[src/rtl/mm_run_ctrl_pkg.sv]
// Shared definitions for the matrix-multiply harness run controller.
// State encoding and default sizing constants.
package mm_defs;

    typedef enum logic [2:0] {
        ST_IDLE,
        ST_RST_HOLD,
        ST_RUN,
        ST_DRAIN,
        ST_DONE,
        ST_TIMEOUT
    } run_state_e;

    localparam int MM_NUM_CH       = 4;
    localparam int MM_RST_HOLD     = 3;
    localparam int MM_DRAIN_CYCLES = 8;
    localparam int MM_CNT_W        = 16;
    localparam int MM_MAX_CYCLES   = 1000;
    localparam int MM_TMR_W        = 16;

endpackage

[src/rtl/mm_cycle_timer.sv]
// Loadable down-counter; expired is high once the count has reached zero.
module mm_cycle_timer #(
    parameter int W = 16
) (
    input  logic         clk,
    input  logic         rst,
    input  logic         load,
    input  logic [W-1:0] load_val,
    output logic         expired
);

    logic [W-1:0] cnt;

    always_ff @(posedge clk or posedge rst) begin
        if (rst) begin
            cnt <= '0;
        end else if (load) begin
            cnt <= load_val;
        end else if (cnt != '0) begin
            cnt <= cnt - 1'b1;
        end
    end

    assign expired = (cnt == '0);

endmodule

[src/rtl/mm_run_ctrl.sv]
// Run sequencer: reset hold, gated run, drain, then DONE or TIMEOUT.
// Outputs are registered from the state held before each edge.
module mm_run_ctrl
    import mm_defs::*;
#(
    parameter int NUM_CH       = MM_NUM_CH,
    parameter int RST_HOLD     = MM_RST_HOLD,
    parameter int DRAIN_CYCLES = MM_DRAIN_CYCLES,
    parameter int CNT_W        = MM_CNT_W,
    parameter int MAX_CYCLES   = MM_MAX_CYCLES
) (
    input  logic              clk,
    input  logic              rst,
    input  logic              start,
    input  logic              abort,
    input  logic [NUM_CH-1:0] ch_mask,
    input  logic [NUM_CH-1:0] ch_done,
    output logic              dut_rst_n,
    output logic [NUM_CH-1:0] clk_en,
    output logic              busy,
    output logic              done,
    output logic              timed_out,
    output logic [CNT_W-1:0]  cycle_count
);

    localparam int TW = MM_TMR_W;
    localparam logic [TW-1:0] HOLD_LD = TW'(RST_HOLD - 1);
    localparam logic [TW-1:0] DRAIN_LD = TW'(DRAIN_CYCLES - 1);
    localparam logic [CNT_W-1:0] MAX_C = CNT_W'(MAX_CYCLES);

    run_state_e        state;
    logic [NUM_CH-1:0] mask_q;
    logic [NUM_CH-1:0] done_seen;
    logic              start_ok;
    logic              all_done;
    logic              at_limit;
    logic              tmr_load;
    logic              tmr_expired;
    logic [TW-1:0]     tmr_val;

    always_comb begin
        start_ok = start && (ch_mask != '0)
                && (state == ST_IDLE || state == ST_DONE
                    || state == ST_TIMEOUT);
        all_done = &(done_seen | ch_done | ~mask_q);
        at_limit = (MAX_CYCLES != 0)
                && ((cycle_count + CNT_W'(1)) == MAX_C);
        tmr_load = !abort
                && (start_ok || (state == ST_RUN && all_done));
        tmr_val  = (state == ST_RUN) ? DRAIN_LD : HOLD_LD;
    end

    // One timer covers both RST_HOLD and DRAIN; they never overlap.
    mm_cycle_timer #(
        .W(TW)
    ) u_timer (
        .clk     (clk),
        .rst     (rst),
        .load    (tmr_load),
        .load_val(tmr_val),
        .expired (tmr_expired)
    );

    always_ff @(posedge clk or posedge rst) begin
        if (rst) begin
            state       <= ST_IDLE;
            mask_q      <= '0;
            done_seen   <= '0;
            cycle_count <= '0;
            dut_rst_n   <= 1'b0;
            clk_en      <= '0;
            busy        <= 1'b0;
            done        <= 1'b0;
            timed_out   <= 1'b0;
        end else if (abort) begin
            state     <= ST_IDLE;
            dut_rst_n <= 1'b0;
            clk_en    <= '0;
            busy      <= 1'b0;
            done      <= 1'b0;
            timed_out <= 1'b0;
        end else begin
            dut_rst_n <= 1'b1;
            clk_en    <= '0;
            busy      <= 1'b0;
            done      <= 1'b0;
            timed_out <= 1'b0;
            unique case (state)
                ST_IDLE: begin
                    dut_rst_n <= 1'b0;
                end
                ST_RST_HOLD: begin
                    dut_rst_n <= 1'b0;
                    clk_en    <= mask_q;
                    busy      <= 1'b1;
                    if (tmr_expired) state <= ST_RUN;
                end
                ST_RUN: begin
                    clk_en    <= mask_q;
                    busy      <= 1'b1;
                    done_seen <= done_seen | (ch_done & mask_q);
                    if (cycle_count != '1)
                        cycle_count <= cycle_count + 1'b1;
                    if (all_done)
                        state <= ST_DRAIN;
                    else if (at_limit)
                        state <= ST_TIMEOUT;
                end
                ST_DRAIN: begin
                    clk_en <= mask_q;
                    busy   <= 1'b1;
                    if (tmr_expired) state <= ST_DONE;
                end
                ST_DONE: begin
                    done <= 1'b1;
                end
                ST_TIMEOUT: begin
                    timed_out <= 1'b1;
                end
                default: begin
                    state <= ST_IDLE;
                end
            endcase
            // Only legal in IDLE/DONE/TIMEOUT, so it cannot clash above.
            if (start_ok) begin
                mask_q      <= ch_mask;
                done_seen   <= '0;
                cycle_count <= '0;
                state       <= ST_RST_HOLD;
            end
        end
    end

endmodule
[config.mk]
export PLATFORM = sky130hd
export DESIGN_NAME = mm_run_ctrl
export DESIGN_NICKNAME = d
export VERILOG_FILES = /design/src/rtl/mm_run_ctrl_pkg.sv /design/src/rtl/mm_cycle_timer.sv /design/src/rtl/mm_run_ctrl.sv
export SDC_FILE = /design/constraint.sdc
export NUM_CORES = 1
export LEC_CHECK = 0
export CAP_MARGIN = 20
export CORE_MARGIN = 2
export CORE_UTILIZATION = 45
export CTS_CLUSTER_SIZE = 25
export DETAILED_ROUTE_END_ITERATION = 8
export PLACE_DENSITY = 0.67
export SETUP_SLACK_MARGIN = 0.1
export SLEW_MARGIN = 20
export SYNTH_ARGS = -nofsm -noshare
export SYNTH_HDL_FRONTEND = slang
export SYNTH_SLANG_ARGS = --single-unit
[constraint.sdc]
create_clock -name clk -period 3.7 [get_ports clk]
set_clock_uncertainty 0.2 [all_clocks]
set_input_delay 0.74 -clock clk [delete_from_list [all_inputs] [get_ports clk]]
set_output_delay 0.74 -clock clk [all_outputs]
set_load 0.05 [all_outputs]
# Word-level counts from Yosys, hierarchy flattened
# Index checks and enable logic that the tools add are counted.
[op_classes]
n_addsub = 2
eq_ne = 11
mux = 25
bitwise = 6
reduce_logical = 23
[op_table]
columns = ["op", "count"]
rows = [
  ["two-way mux 16 bit", 5],
  ["two-way mux 3 bit", 7],
  ["adder 16 x 1 -> 16 bit (second input constant)", 1],
  ["== test 16 x 10 -> 1 bit (second input constant)", 1],
  ["zero test 16 bit", 1],
  ["two-way mux 4 bit", 4],
  ["!= test 16 bit (second input constant)", 1],
  ["nonzero test 16 bit", 1],
  ["subtractor 16 x 1 -> 16 bit (second input constant)", 1],
  ["bitwise OR 4 bit", 3],
  ["one-hot mux 3 bit (4 select lines)", 1],
  ["two-way mux 1 bit", 8],
  ["!= test 4 bit (second input constant)", 2],
  ["AND reduction 4 bit", 2],
  ["== test 3 x 2 -> 1 bit (second input constant)", 2],
  ["== test 3 bit (second input constant)", 2],
  ["nonzero test 2 bit", 3],
  ["OR reduction 3 bit", 2],
  ["!= test 5 bit (second input constant)", 1],
  ["AND 4 bit", 1],
  ["logical AND 1 bit", 4],
  ["inverter 4 bit", 1],
  ["AND reduction 2 bit", 2],
  ["nonzero test 4 bit", 1],
  ["8 further kinds", 10],
]
[word_totals]
ff_bits = 51
input_bits = 12
output_inout_bits = 24
word_cells = 77

# Depth between registers and ports, before layout
# Gate-level depths: netlist (run 1).
[depth]
word_depth = 7
mapped_depth = 9
depth_no_buf = 7

# Cells and area by module
# From an unflattened synthesis (run 1), not the netlist that was laid out.
[hier_totals]
cells_unflattened = 325
area_unflattened_um2 = 2967.8
[modules_own_cells]
columns = ["mod", "instances", "cells_per_inst", "area_per_inst_um2", "seq_area_each_um2"]
rows = [
  ["mm_run_ctrl", 1, 223, 1974.4, 875.8],
  ["mm_cycle_timer", 1, 102, 993.5, 400.4],
]

# Worst setup path before layout (run 1)
# No wires, ideal clock.
[synth_timing]
path_type = "reg-to-reg"
start = "register cycle_count[0]"
end = "register cycle_count[12]"
setup_time_ps = 78
arrival_ps = 2401
required_ps = 3422
slack_ps = 1020
stages_incl_launch_ff = 10
path_buffers = 2
period_less_slack_ps = 2680
path_cell_list = "dfrtp_1 ha_1 and4_1 clkbuf_1 and3_1 a31oi_1 clkbuf_1 a41oi_1 nor2_1 a21oi_1"
[synth_via]
elab_chain_cells = 4
elab_cells_between_ends = 7
cone_classes = "add/sub (1); eq/ne (1); mux (3); reduce/logical (2)"
[synth_lines]
columns = ["element", "line_no", "rtl"]
rows = [
  ["start: declaration", "mm_run_ctrl.sv:23", "output logic [CNT_W-1:0] cycle_count"],
  ["start signal: assignment", "mm_run_ctrl.sv:103", "cycle_count <= cycle_count + 1'b1;"],
  ["adder 16 x 1 -> 16 bit", "mm_run_ctrl.sv:103", ""],
  ["two-way mux 16 bit", "mm_run_ctrl.sv:102", "if (cycle_count != '1)"],
  ["two-way mux 16 bit", "mm_run_ctrl.sv:88", "unique case (state)"],
  ["two-way mux 16 bit", "mm_run_ctrl.sv:125", "if (start_ok) begin"],
]
# Parallel ways exist; a longest one is shown, timed or not. The select of a mux whose other input is x is not followed.
# A chain may end at the register's enable or synchronous reset.

# Worst setup path in the final report (run 1)
[layout_timing]
start = "input ch_mask[1]"
end = "register cycle_count[11]"
[layout_via]
elab_chain_cells = 5
elab_cells_between_ends = 7
cone_classes = "mux (1); reduce/logical (6)"
[layout_lines]
columns = ["element", "line_no", "rtl"]
rows = [
  ["start: declaration", "mm_run_ctrl.sv:16", "input logic [NUM_CH-1:0] ch_mask,"],
  ["nonzero test 4 bit *", "mm_run_ctrl.sv:42", "start_ok = start && (ch_mask != '0)"],
  ["logical AND 1 bit *", "mm_run_ctrl.sv:42", ""],
  ["logical AND 1 bit *", "mm_run_ctrl.sv:43", "&& (state == ST_IDLE || state == ST_DONE"],
  ["nonzero test 2 bit (no line)", "-", ""],
  ["AND reduction 3 bit (no line)", "-", ""],
]
# Mark *: on every way between the ends. The rest lies on a longest branch, timed or not.

==> reports/results.txt, run 1 <==
syn_area_per_cell: 9.50 um^2
Synth cell types: 52
Slew @ Worst Pin: 0.898 ns
maximum vdd drop: 270 uV
Reg-to-Reg Start: cycle_count[1]$_DFFE_PP0P_
Period Utilization, post-route: 81.2%
Post-layout nets: 331
internal cell power: 1040 uW
final instance area: 0.00319 mm^2
Routed WL: 5660 um
initial antenna violation count: 0
largest family of logic cells by synthesized area: simple AND/OR/NAND/NOR gates
iteration count of the initial detailed-routing pass: 4
CTS tree: done
Antenna Cells: 0
Peak Freq: 0.333 GHz
worst-case clock buffer depth: 2
placed instance count: 384
vias per inst: 5.56
asr flop ratio synth: 100%
post-layout min period: 3.00 ns
grt ovf: 0
Net Switching: 558 uW
Vert. Die Dim: 81.3 um
CTS Root Cell: clkbuf_8
setup_tns: 0 ns
Post-Layout Cell Count: 391
leakage power: 0.00135 uW
PostCTS Resize Cnt: 0
Starting Density: 45.9%
Cell Area, Placed: 0.00310 mm^2
cell accounting for the most synthesized area: dfrtp_1
synthesized cell area: 0.00269 mm^2
mux cell area share after synthesis: 2.84%
max-cap violations: 0
Worst Hold Slack: 0.298 ns
sequential area share after synthesis: 47.5%
Clock Sinks: 51
Worst setup endpoint: cycle_count[11]$_DFFE_PP0P_
DR vias: 2174
Clock Power Share: 20.5%
kind of critical path: input port to flop
GRT Total Usage: 18.5%
routability cong.: 0.736
status: completed
Hold/Removal Path Class: flop to flop
Crit path arrival time: 2.98 ns
share of cells above drive strength 1: 9.49%
Port Buf Inserts: 35
num ports: 36
post-synthesis adder-cell area fraction: 1.40%
Yosys top cell area share: 47.5%
crit path launch: ch_mask[1]
unrepaired setup endpoints after global routing: no
Power Dens Cells: 500 mW/mm^2
Critical R2R Capture: cycle_count[11]$_DFFE_PP0P_
Tot Pwr: 1590 uW
Starting DRT DRC Count: 132
Worst Path Required: 3.68 ns
Crit Path Max Fanout: 12
Crit. End Element: flop
largest net degree at the start of global routing: 31
core area: 0.00585 mm^2
Syn Inst Count: 283
first-pass GRT wire length: 9430 um
XOR/XNOR Fraction of Synth Area: 5.54%
Num CTS Buffers: 5
syn nets: 298
R2R cell count: 8
DRC violations left: 0
hpwl dp: 4020 um
Synth Area in Compound Gates: 15.2%
Worst-path clk slew: 0.09 ns
FF+latch count, synth: 51
crit start category: input port
Area Overhead vs Synth: 18.6%
synth top area cells: dfrtp_1, nor2_1, xnor2_1, a21oi_1, o21ai_0
Net Sw Frac: 35.0%
CTS Hold Bufs: 0
vias in the first global route: 2032
Fin. Hold Viols: 0
post-route ant nets: 0
# setup viols final: 0
die width: 81.3 um
simple-gate share of the synthesized area: 23.8%
r2r setup slk: 0.91 ns
Rows: 28
die area: 0.00661 mm^2
ys flop type: dfrtp_1
pins over their slew limit: 0
Sequential Power Share: 47.2%
WL/cell: 14.5 um
H-Tree Depth: 2
Skew-Pair Late Insertion Delay: 0.30 ns
number of synthesized flops with an enable pin: 0
Synth Warn #: 0
Comb power frac: 32.3%
Post-CTS Setup Inserts: 0
slew margin rel.: 40.0%
cell usage in the layout (no fill, tap or decap), types with 4 or more instances in the layout:
cell type and count:
and3_1 6, clkbuf_8 6, xor2_1 4, dfrtp_1 51, nor2_1 45, nand4_1 4
inv_1 4, xnor2_1 13, nor3b_1 4, nor3_1 7, clkdlybuf4s50_1 35, nand2_1 16
and2_1 4, buf_4 6, a31oi_1 13, mux2_2 5, o21ai_0 18, nand2b_1 4
a21oi_1 20, nor4_1 6
how the worst min path moves through the flow:
stage / from / endpoint / slack [ns] / cells after the start
global placement: done_seen[3]$_DFFE_PP0P_ / done_seen[3]$_DFFE_PP0P_ / 0.27 / 2
floorplan: done_seen[1]$_DFFE_PP0P_ / done_seen[1]$_DFFE_PP0P_ / 0.26 / 2
detailed placement: done_seen[1]$_DFFE_PP0P_ / done_seen[1]$_DFFE_PP0P_ / 0.28 / 2
CTS: done_seen[3]$_DFFE_PP0P_ / done_seen[3]$_DFFE_PP0P_ / 0.30 / 2
global route: done_seen[3]$_DFFE_PP0P_ / done_seen[3]$_DFFE_PP0P_ / 0.33 / 2
finish: done_seen[1]$_DFFE_PP0P_ / done_seen[1]$_DFFE_PP0P_ / 0.30 / 2
cells in the mapped netlist, drive strengths merged, types with 6 or more instances:
cell type  count
dfrtp         51
nor2          45
a21oi         20
o21ai         18
nand2         16
a31oi         13
clkbuf        13
xnor2         13
nor3           8
and3           6
nor4           6
or4            6
cell families after synthesis:
logic type | count (synthesis)
buf+inv | 20
fa+ha+maj | 3
flops | 51
xor+xnor | 17
compound gates | 65
mux | 7
simple gates | 120
through the flow:
step / setup WS (ns) / util [%]
floorplan: 1.02 / -
global placement: 0.500 / 52.9
detailed placement: 0.351 / 52.9
CTS: 0.667 / 54.5
global route: 0.449 / 54.5
finish: 0.696 / 54.5
power by group through the flow:
stage | registers [uW] | clock network [uW] | logic (uW)
after global routing | 768 | 373 | 566
final | 753 | 326 | 514
after detailed placement | 761 | 0 | 519
after CTS | 751 | 335 | 522
after floorplan | 762 | 0 | 437
after global placement | 759 | 0 | 511
cell type report:
type                            instances  area (um^2)
Timing Repair Buffer                   41          395
Clock inverter                          1         8.76
Fill cell                             527         2660
Tap cell                               75         93.8
Inverter                                5         18.8
Sequential cell                        51         1280
Clock buffer                            6         82.6
Multi-Input combinational cell        212         1310
state kept, by name, summed over array words and instances, names as in the netlist:
| name | flops |
|---|---|
| u_timer.cnt | 16 |
| done_seen | 4 |
| dut_rst_n | 1 |
| clk_en | 4 |
| state | 3 |
| cycle_count | 16 |
| busy | 1 |
| timed_out | 1 |
| done | 1 |
| mask_q | 4 |
worst max-delay path, stage by stage:
cell	delay, ns
clkdlybuf4s50_1	0.48
or4_1	0.13
and4b_1	0.21
nor2b_1	0.73
nor2_1	0.31
o21ai_0	0.25
o21ai_0	0.12
layer usage:
metal	wire [um]	global-route usage (%)	up-vias
met2	2650	29.7	39
met4	55	4.92	0
met3	169	4.22	5
met5	0	0	-
li1	-	-	1085
met1	2780	25.3	1045
(Power assumes the default switching activity.)
==> inputs of run 2 (changes only) <==
- PLACE_DENSITY: 0.67 -> 0.7
- clock period: 3.7 -> 2.5 ns (I/O delays scaled with it)
==> reports/results.txt, run 2 (same netlist as run 1, synthesis figures left out) <==
status: complete, but fails checks
violated checks: setup timing
biggest regs: cycle_count x16, u_timer.cnt x16
iteration count of the initial detailed-routing pass: 4 (unchanged)
slew margin rel.: 66.7% (+27 points)
vias in the first global route: 2264 (+11%)
first-pass GRT wire length: 10400 um (+11%)
pins over their slew limit: 0 (unchanged)
Crit Path Max Fanout: 5 (-7)
initial antenna violation count: 0 (unchanged)
Slew @ Worst Pin: 0.498 ns (-0.400 ns)
Num CTS Buffers: 5 (unchanged)
routability cong.: 0.779 (+6.0%)
r2r setup slk: -0.01 ns (-0.92 ns)
worst path bufs/invs: 1 (unchanged)
Crit path arrival time: 2.51 ns (-0.47 ns)
CTS tree: done
Fin. Hold Viols: 0 (unchanged)
Hold Crit Endpoint: done_seen[1]$_DFFE_PP0P_
Power Dens Cells: 815 mW/mm^2 (+63%)
final instance area: 0.00356 mm^2 (+12%)
Top cell by count, worst path: or4_4
DR vias: 2356 (+8.4%)
Peak Freq: 0.398 GHz
Crit. End Element: flop
crit path launch: u_timer.cnt[9]$_DFFE_PP0P_
setup_tns: -0.0356 ns (-0.0356 ns)
Reg-to-Reg Start: u_timer.cnt[9]$_DFFE_PP0P_
final core occ: 60.8% (+6.3 points)
grt ovf: 0 (unchanged)
most frequent cells in the layout: dfrtp_1, nor2_1, clkdlybuf4s50_1, buf_4, a21oi_1
Antenna Cells: 0 (unchanged)
largest net degree at the start of global routing: 52 (+68%)
H-Tree Depth: 2 (unchanged)
post-route ant nets: 0 (unchanged)
leakage power: 0.00160 uW (+18%)
# setup viols final: 4 (+4)
critical path depth in cells: 7 (unchanged)
WL/cell: 15.5 um (+6.9%)
hold_sp: done_seen[1]$_DFFE_PP0P_
Vert. Die Dim: 81.3 um (unchanged)
crit-path cells: or4_4, or4_4, o311ai_4, buf_6, nor4_2, xnor2_1, nor2_1
die width: 81.3 um (unchanged)
slowest stage cell on the critical path: or4_4
Top delay family on crit path: simple AND/OR/NAND/NOR gates
worst setup margin: -0.0137 ns (-0.709 ns)
max-cap violations: 0 (unchanged)
post-layout min period: 2.51 ns
GRT Total Usage: 20.2% (+1.6 points)
kind of critical path: flop to flop
Routed WL: 6490 um (+15%)
Critical R2R Capture: u_timer.cnt[15]$_DFFE_PP0P_
hold depth: 2 (unchanged)
Worst-path clk slew: 0.10 ns (about the same)
commonest non-fill, non-tap cell in the layout: dfrtp_1
CTS Root Cell: clkbuf_8
maximum vdd drop: 407 uV (+51%)
CTS Hold Bufs: 0 (unchanged)
crit start category: flop
hpwl dp: 4300 um (+6.8%)
Cell Area, Placed: 0.00325 mm^2 (+5.0%)
die area: 0.00661 mm^2 (unchanged)
share of cells above drive strength 1: 22.0% (+13 points)
worst-case clock buffer depth: 2 (unchanged)
Clock Sinks: 51 (unchanged)
Worst Path Required: 2.49 ns (-1.19 ns)
Post-layout nets: 359 (+8.5%)
Starting Density: 45.9% (unchanged)
Starting DRT DRC Count: 163 (+23%)
DRC violations left: 0 (unchanged)
CP max stage delay: 0.56 ns (-0.17 ns)
num ports: 36 (unchanged)
Port Buf Inserts: 35 (unchanged)
Area Overhead vs Synth: 32.4%
Hold/Removal Path Class: flop to flop
Rows: 28 (unchanged)
vias per inst: 5.61 (+0.89%)
R2R cell count: 7 (-1)
Period Utilization, post-route: 101%
core area: 0.00585 mm^2 (unchanged)
unrepaired setup endpoints after global routing: yes
Skew-Pair Late Insertion Delay: 0.31 ns (about the same)
==> run 2: changes by cell type in the layout (fill, tap and decap cells not counted), moves of 3 or more <==
cell / delta
dfrtp_2: +4
dfrtp_1: -4
dlymetal6s2s_1: +4
clkdlybuf4s50_1: -5
nor4_1: -4
buf_4: +24
nor4_2: +3
==> run 2: worst min-delay path: cells and delay by family, from the launching register on <==
kind               cells  cell delay, ns
AOI/OAI and AO/OA      1            0.04
DFF                    1            0.36
and+or+nand+nor        1            0.07
==> run 2: cell type report <==
class / instances / area [um^2]
Clock buffer: 5 / 68.8
Clock inverter: 3 / 43.8
Fill cell: 524 / 2290
Inverter: 5 / 18.8
Multi-Input combinational cell: 212 / 1400
Sequential cell: 51 / 1280
Tap cell: 75 / 93.8
Timing Repair Buffer: 69 / 647
==> run 2: layer usage <==
metal	global-route usage (%)	part of all wire (%)	vias to the layer above	routed length [um]
li1	-	-	1139	-
met1	27.2	46	1162	2970
met2	34.0	50	51	3270
met3	3.33	3.2	4	206
met4	4.58	0.68	0	44
met5	0	0	-	0
==> run 2: how the worst max path moves through the flow <==
stage,end
global route,state[1]$_DFFE_PP0P_
floorplan,state[1]$_DFFE_PP0P_
finish,u_timer.cnt[15]$_DFFE_PP0P_
CTS,state[1]$_DFFE_PP0P_
global placement,cycle_count[11]$_DFFE_PP0P_
detailed placement,cycle_count[3]$_DFFE_PP0P_
==> run 2: metrics by stage <==
| stage | power (uW) | hold WS [ns] | instances | setup slack (ns) |
|---|---|---|---|---|
| 2_1_floorplan | 1770 | 0.263 | 283 | 0.0694 |
| 3_3_place_gp | 1960 | 0.277 | 399 | -0.101 |
| 3_5_place_dp | 1990 | 0.286 | 399 | -0.138 |
| 4_1_cts | 2700 | 0.310 | 414 | 0.0302 |
| 5_1_grt | 3060 | 0.349 | 420 | -0.103 |
| 6_report | 2900 | 0.304 | 420 | -0.0137 |
==> run 2: report_power, final <==
part | internal [uW] | switching, uW | leakage, uW
clock network | 298 | 280 | 0.0000581
registers | 971 | 156 | 0.000679
logic | 594 | 601 | 0.000861
total | 1860 | 1040 | 0.00160
==> run 2: timing repair <==
action | CTS | global route
resized for setup | 6 | 18
pin swaps | 4 | 8
setup buffers | 7 | 6
setup endpoints to repair | 12 | 27
